$ cat src/rtl/writeback_arbiter_if.sv
// ============================================================================
//  Module      : writeback_arbiter_if
//  Description : Bundle of the write-back requester and register-file write
//                signals around writeback_arbiter.
//                  req       [5:0]  per-requester write pending
//                  req_dest  [29:0] requester i destination in [5i+4:5i]
//                  wb_hold          freeze arbitration
//                  grant     [5:0]  one-hot grant (registered)
//                  mux_sel   [2:0]  write-data mux selector (registered)
//                  reg_write        register-file write enable (registered)
//                  write_reg [4:0]  destination register (registered)
//                  stall            pending requests left ungranted
//                master : requester/control side, slave : arbiter side.
//  Revision    : 1.0 - initial release
// ============================================================================
`default_nettype none

interface writeback_arbiter_if;
    logic [5:0]  req;
    logic [29:0] req_dest;
    logic        wb_hold;
    logic [5:0]  grant;
    logic [2:0]  mux_sel;
    logic        reg_write;
    logic [4:0]  write_reg;
    logic        stall;

    modport master (
        output req, req_dest, wb_hold,
        input  grant, mux_sel, reg_write, write_reg, stall
    );

    modport slave (
        input  req, req_dest, wb_hold,
        output grant, mux_sel, reg_write, write_reg, stall
    );
endinterface

`default_nettype wire

$ cat src/rtl/writeback_arbiter.sv
// ============================================================================
//  Module      : writeback_arbiter
//  Description : Six-requester register-file write-back arbiter. One eligible
//                requester is granted per cycle, outputs registered
//                (latency 1). A requester granted this cycle is masked at the
//                next sampling edge. Destination register 0 completes the
//                handshake without a register-file write.
//  Ports       : clk    - clock, rising edge
//                reset  - asynchronous active-high reset
//                bus    - writeback_arbiter_if.slave (req/req_dest/wb_hold in,
//                         grant/mux_sel/reg_write/write_reg/stall out)
//  Config      : WB_FIXED_PRIO_EN defined  -> fixed priority, lowest index wins
//                WB_FIXED_PRIO_EN undefined -> round-robin from last grant + 1
//  Revision    : 1.0 - initial release
// ============================================================================
`default_nettype none

module writeback_arbiter (
    input  wire logic          clk,
    input  wire logic          reset,
    writeback_arbiter_if.slave bus
);

    typedef enum logic [1:0] {
        IDLE  = 2'd0,
        WRITE = 2'd1,
        HELD  = 2'd2
    } state_t;

    state_t      r_state;
    state_t      w_state_nxt;

    logic [5:0]  r_grant;
    logic [2:0]  r_mux_sel;
    logic        r_reg_write;
    logic [4:0]  r_write_reg;
    logic        r_stall;

    logic [5:0]  w_grant_nxt;
    logic [2:0]  w_mux_sel_nxt;
    logic        w_reg_write_nxt;
    logic [4:0]  w_write_reg_nxt;
    logic        w_stall_nxt;

    logic [5:0]  w_elig;
    logic        w_found;
    logic [2:0]  w_idx;
    logic [5:0]  w_onehot;
    logic [4:0]  w_dest;

    // The requester holding the grant right now still has req high at the
    // next edge (it drops req one cycle after seeing grant), so mask it.
    assign w_elig = bus.req & ~r_grant;

`ifdef WB_FIXED_PRIO_EN
    // Descending scan so the lowest eligible index is the last one written.
    always_comb begin
        w_found = 1'b0;
        w_idx   = 3'd0;
        for (int i = 5; i >= 0; i--) begin
            if (w_elig[i]) begin
                w_found = 1'b1;
                w_idx   = 3'(i);
            end
        end
    end
`else
    // Index of the last grant; reset to 5 so index 0 is searched first.
    logic [2:0]  r_ptr;
    logic [3:0]  w_cand;

    // Search order: r_ptr+1, r_ptr+2, ... wrapping 5 -> 0.
    always_comb begin
        w_found = 1'b0;
        w_idx   = 3'd0;
        w_cand  = 4'd0;
        for (int off = 1; off <= 6; off++) begin
            w_cand = {1'b0, r_ptr} + 4'(off);
            if (w_cand >= 4'd6) begin
                w_cand = w_cand - 4'd6;
            end
            if (!w_found && w_elig[w_cand[2:0]]) begin
                w_found = 1'b1;
                w_idx   = w_cand[2:0];
            end
        end
    end

    always_ff @(posedge clk or posedge reset) begin
        if (reset) begin
            r_ptr <= 3'd5;
        end else if ((w_state_nxt == WRITE) && w_found) begin
            r_ptr <= w_idx;
        end
    end
`endif

    assign w_onehot = 6'b000001 << w_idx;

    always_comb begin
        w_dest = 5'd0;
        for (int i = 0; i < 6; i++) begin
            if (w_idx == 3'(i)) begin
                w_dest = bus.req_dest[i*5 +: 5];
            end
        end
    end

    // Next-state / next-output logic. wb_hold always wins over pending
    // requests. Leaving HELD re-arbitrates on the same edge so a request that
    // waited out the hold is granted one cycle after wb_hold drops; with
    // nothing eligible it settles in IDLE.
    always_comb begin
        w_state_nxt     = IDLE;
        w_grant_nxt     = 6'd0;
        w_reg_write_nxt = 1'b0;
        w_mux_sel_nxt   = r_mux_sel;
        w_write_reg_nxt = r_write_reg;
        w_stall_nxt     = 1'b0;

        case (r_state)
            IDLE, WRITE, HELD: begin
                if (bus.wb_hold) begin
                    w_state_nxt = HELD;
                    w_stall_nxt = |w_elig;
                end else if (w_found) begin
                    w_state_nxt     = WRITE;
                    w_grant_nxt     = w_onehot;
                    w_mux_sel_nxt   = w_idx;
                    w_write_reg_nxt = w_dest;
                    w_reg_write_nxt = (w_dest != 5'd0);
                    w_stall_nxt     = |(w_elig & ~w_onehot);
                end else begin
                    w_state_nxt = IDLE;
                end
            end
            default: begin
                w_state_nxt = IDLE;
            end
        endcase
    end

    always_ff @(posedge clk or posedge reset) begin
        if (reset) begin
            r_state     <= IDLE;
            r_grant     <= 6'd0;
            r_mux_sel   <= 3'd0;
            r_reg_write <= 1'b0;
            r_write_reg <= 5'd0;
            r_stall     <= 1'b0;
        end else begin
            r_state     <= w_state_nxt;
            r_grant     <= w_grant_nxt;
            r_mux_sel   <= w_mux_sel_nxt;
            r_reg_write <= w_reg_write_nxt;
            r_write_reg <= w_write_reg_nxt;
            r_stall     <= w_stall_nxt;
        end
    end

    assign bus.grant     = r_grant;
    assign bus.mux_sel   = r_mux_sel;
    assign bus.reg_write = r_reg_write;
    assign bus.write_reg = r_write_reg;
    assign bus.stall     = r_stall;

endmodule

`default_nettype wire

$ cat src/flat_wrapper.sv
// flat-port wrapper written by rule: the top's interface ports become plain ports
module writeback_arbiter_flat 
  (clk, reset, bus_req, bus_req_dest, bus_wb_hold, bus_grant, bus_mux_sel, bus_reg_write, bus_write_reg, bus_stall);
  writeback_arbiter_if bus_i ();
  input  wire logic clk;
  input  wire logic reset;
  input wire logic [$bits(bus_i.req)-1:0] bus_req;
  input wire logic [$bits(bus_i.req_dest)-1:0] bus_req_dest;
  input wire logic [$bits(bus_i.wb_hold)-1:0] bus_wb_hold;
  output wire logic [$bits(bus_i.grant)-1:0] bus_grant;
  output wire logic [$bits(bus_i.mux_sel)-1:0] bus_mux_sel;
  output wire logic [$bits(bus_i.reg_write)-1:0] bus_reg_write;
  output wire logic [$bits(bus_i.write_reg)-1:0] bus_write_reg;
  output wire logic [$bits(bus_i.stall)-1:0] bus_stall;
  assign bus_i.req = bus_req;
  assign bus_i.req_dest = bus_req_dest;
  assign bus_i.wb_hold = bus_wb_hold;
  assign bus_grant = bus_i.grant;
  assign bus_mux_sel = bus_i.mux_sel;
  assign bus_reg_write = bus_i.reg_write;
  assign bus_write_reg = bus_i.write_reg;
  assign bus_stall = bus_i.stall;
  writeback_arbiter u_core (.clk(clk), .reset(reset), .bus(bus_i));
endmodule
$ cat config.mk
export PLATFORM = sky130hd
export DESIGN_NAME = writeback_arbiter_flat
export DESIGN_NICKNAME = d
export VERILOG_FILES = /design/src/rtl/writeback_arbiter_if.sv /design/src/rtl/writeback_arbiter.sv /design/src/flat_wrapper.sv
export SDC_FILE = /design/constraint.sdc
export NUM_CORES = 1
export LEC_CHECK = 0
export ABC_AREA = 1
export ABC_CLOCK_PERIOD_IN_PS = 4700
export CORE_AREA = 4 4 85 55
export DETAILED_ROUTE_END_ITERATION = 16
export DIE_AREA = 0 0 89 59
export GPL_ROUTABILITY_DRIVEN = 1
export PLACE_DENSITY = 0.85
export SYNTH_ARGS = -nofsm -noshare
export SYNTH_HDL_FRONTEND = slang
export SYNTH_SLANG_ARGS = --single-unit
$ cat constraint.sdc
create_clock -name clk -period 4.7 [get_ports clk]
set_input_delay 0.94 -clock clk [delete_from_list [all_inputs] [get_ports clk]]
set_output_delay 0.94 -clock clk [all_outputs]
set_load 0.01 [all_outputs]
==> impl_metrics.ini <==
[critical_path]
end_kind = flop
crit_path_frequent_cell = nand2_1
cp-start-kind = flop
crit_type = flop to flop
crit_family = simple AND/OR/NAND/NOR gates
slowest_delay_ns = 0.72
r2r_setup_slack_ns = 0.75
rr_worst_depth = 24
crit_chain = inv_4 -> ha_1 -> inv_2 -> nand2_2 -> nand3_1 -> nand2_1 -> nand2_1 -> nand2_1 -> nand2_1 -> nand3_2 -> nand2_4 -> nand4_4 -> nor2_1 -> nand2_1 -> nand3_2 -> nor2_2 -> nand3_1 -> nand2_1 -> nor2_1 -> nand4_1 -> nor2_1 -> nand2_1 -> nand2_1 -> nand2_1
crit_arrival_ns = 4.12
reg2reg_from = u_core.r_ptr[0]$_DFFE_PP1P_
crit_buf_inv = 2
required_ns = 4.86
crit_fanout = 16
reg2reg_to = u_core.bus.reg_write$_DFF_PP0_
slowest_stage = dfstp_2

[clock_network]
cts_root_buf = clkbuf_8
cts_tree = done
cts.path.max_buffers = 2
postCtsHoldBufs = 0
clk_pin_slew_ns = 0.08
clock_latency_ns = 0.28
h-tree-depth = 1
post-cts-setup-buffers = 0
numCtsBuffers = 3
cts_sinks = 21
cts_resized = 0

[synth]
synthAdderAreaFrac_pct = 6.22
netlist_area_mm2 = 0.00201
yosys.area_share.simple_pct = 46.3
yosys-top-cells-area = dfrtp_1, nand2_1, inv_1
netlist.area_leader.share_pct = 23.6
yosysTopAreaCell = dfrtp_1
synth-seq-cells = 21
synth_compound_area_share_pct = 8.20
synth_xor_area_share_pct = 1.31
yosysUniqueCellTypes = 35
syn_inst = 315
synth_top_family_by_area = simple AND/OR/NAND/NOR gates
avgSynthCellArea_um2 = 6.39
ys_seq_area_share_pct = 26.2
synth-warning-count = 0
syn-num-nets = 364
synth.area.mux_share_pct = 0

[global_routing]
grt_pass1_wl_mm = 9.74
overflow = 0
grt_pass1_vias = 2034
grt_max_degree = 22
antenna_found_initial = 0
grtUsageTotal_pct = 24.0

[sta]
max-slew-margin-rel_pct = 48.1
worst_pin_slew_ns = 0.777
whs_ns = 0.490
max_freq_mhz = 253
maxSlewViolCount = 0
post-route-period-util_pct = 84.1
period_needed_ns = 3.95
hold_violations = 0
skew_ns = 0.00419
rsz0062_at_grt = false
setup-violations-final = 0
tns_ns = 0

[placed_design]
dpl.cell_count = 414
portBuffers = 54
gp_congestion = 0.959
dpl-instance-area_mm2 = 0.00257
dpl.hpwl_mm = 4.94

[layout]
area_growth_pct = 30.3
instances_no_fill = 418
num-nets-final = 418
final_cell_mix = nand2_1, clkdlybuf4s50_1, inv_1, nor2_1, nand3_1
nFillCells = 331
fin_area_mm2 = 0.00262
largest_reg_flops = 6
layout_commonest_cell = nand2_1
drive_gt1_share_pct = 10.1
antenna_cells = 0

[drt]
wire_per_inst_um = 14.5
drt_iter0_drc = 311
routed_wl_mm = 6.08
antenna_left = 0
num_vias = 2257
viasPerCell = 5.40
drc = 0
dr.pass1.iters = 5

[min_path]
whs_path_depth = 2
hold_path.class = flop to flop
hp-start = u_core.bus.write_reg[1]$_DFFE_PP0P_
hold_end = u_core.bus.write_reg[1]$_DFFE_PP0P_

[floorplanning]
rows = 18
coreArea_mm2 = 0.00394
die_w_um = 89
io_pins = 55
dieArea_mm2 = 0.00525
die_h_um = 59
initial_core_util_pct = 51.1

[run]
drv_cap = 0

[status]
status = complete, no violations
==> per-stage QoR <==
stage	util [%]	setup slack, ns
after floorplan	-	1.46
after global placement	65.3	0.753
after detailed placement	65.3	0.711
after CTS	66.5	0.831
after global routing	66.5	0.434
final	66.5	0.748
==> synth_stat cells, drive strengths merged <==
cell,count
buf,5
o31ai,2
nor3b,1
nand3,31
ha,10
nor2,37
a21oi,3
o22ai,2
o211ai,4
xor2,3
clkinv,1
dfstp,2
nor3,6
or2,1
inv,48
o21ai,16
dfrtp,19
nand4,14
clkbuf,1
nand2,109
==> worst max-delay path by stage <==
stage | from | endpoint | slack [ns] | cells past startpoint
global route | u_core.r_ptr[0]$_DFFE_PP1P_ | u_core.bus.reg_write$_DFF_PP0_ | 0.43 | 24
finish | u_core.r_ptr[0]$_DFFE_PP1P_ | u_core.bus.reg_write$_DFF_PP0_ | 0.75 | 24
CTS | u_core.r_ptr[0]$_DFFE_PP1P_ | u_core.bus.reg_write$_DFF_PP0_ | 0.83 | 24
detailed placement | bus_req[2] | u_core.bus.reg_write$_DFF_PP0_ | 0.71 | 21
global placement | bus_req[2] | u_core.bus.reg_write$_DFF_PP0_ | 0.75 | 21
floorplan | u_core.r_ptr[0]$_DFFE_PP1P_ | u_core.bus.reg_write$_DFF_PP0_ | 1.46 | 27
==> layout make-up <==
| class | instances | area, um^2 | area share, % |
|---|---|---|---|
| Sequential cell | 21 | 528 | 20.1 |
| Clock buffer | 3 | 41.3 | 1.57 |
| Multi-Input combinational cell | 239 | 1250 | 47.6 |
| Timing Repair Buffer | 55 | 548 | 20.9 |
| Inverter | 49 | 186 | 7.11 |
| Tap cell | 50 | 62.6 | 2.39 |
| Clock inverter | 1 | 7.51 | 0.286 |
==> worst min-delay path, delay by kind of cell, from the launching register on <==
family	cells	cell delay, ns
flip-flops	1	0.35
AND/OR/NAND/NOR	2	0.11
==> routing by layer <==
layer  global-route usage (%)  vias up  share of wire, %
met4                     4.03        0               1.6
met3                     5.42       17                11
li1                         -     1110                 -
met5                        0        -                 0
met2                     34.7      109                43
met1                     37.2     1021                44
==> cell families (layout without fill, tap and decap cells) <==
group / Yosys count / after routing
and+or+nand+nor: 199 / 199
buffers and inverters: 55 / 108
AOI/OAI and AO/OA: 27 / 27
DFF: 21 / 21
adders and majority gates: 10 / 10
xor gates and xnor gates: 3 / 3
Power is not shown: default switching activity piles up to over one toggle a cycle in this logic, so the estimate is an artifact.
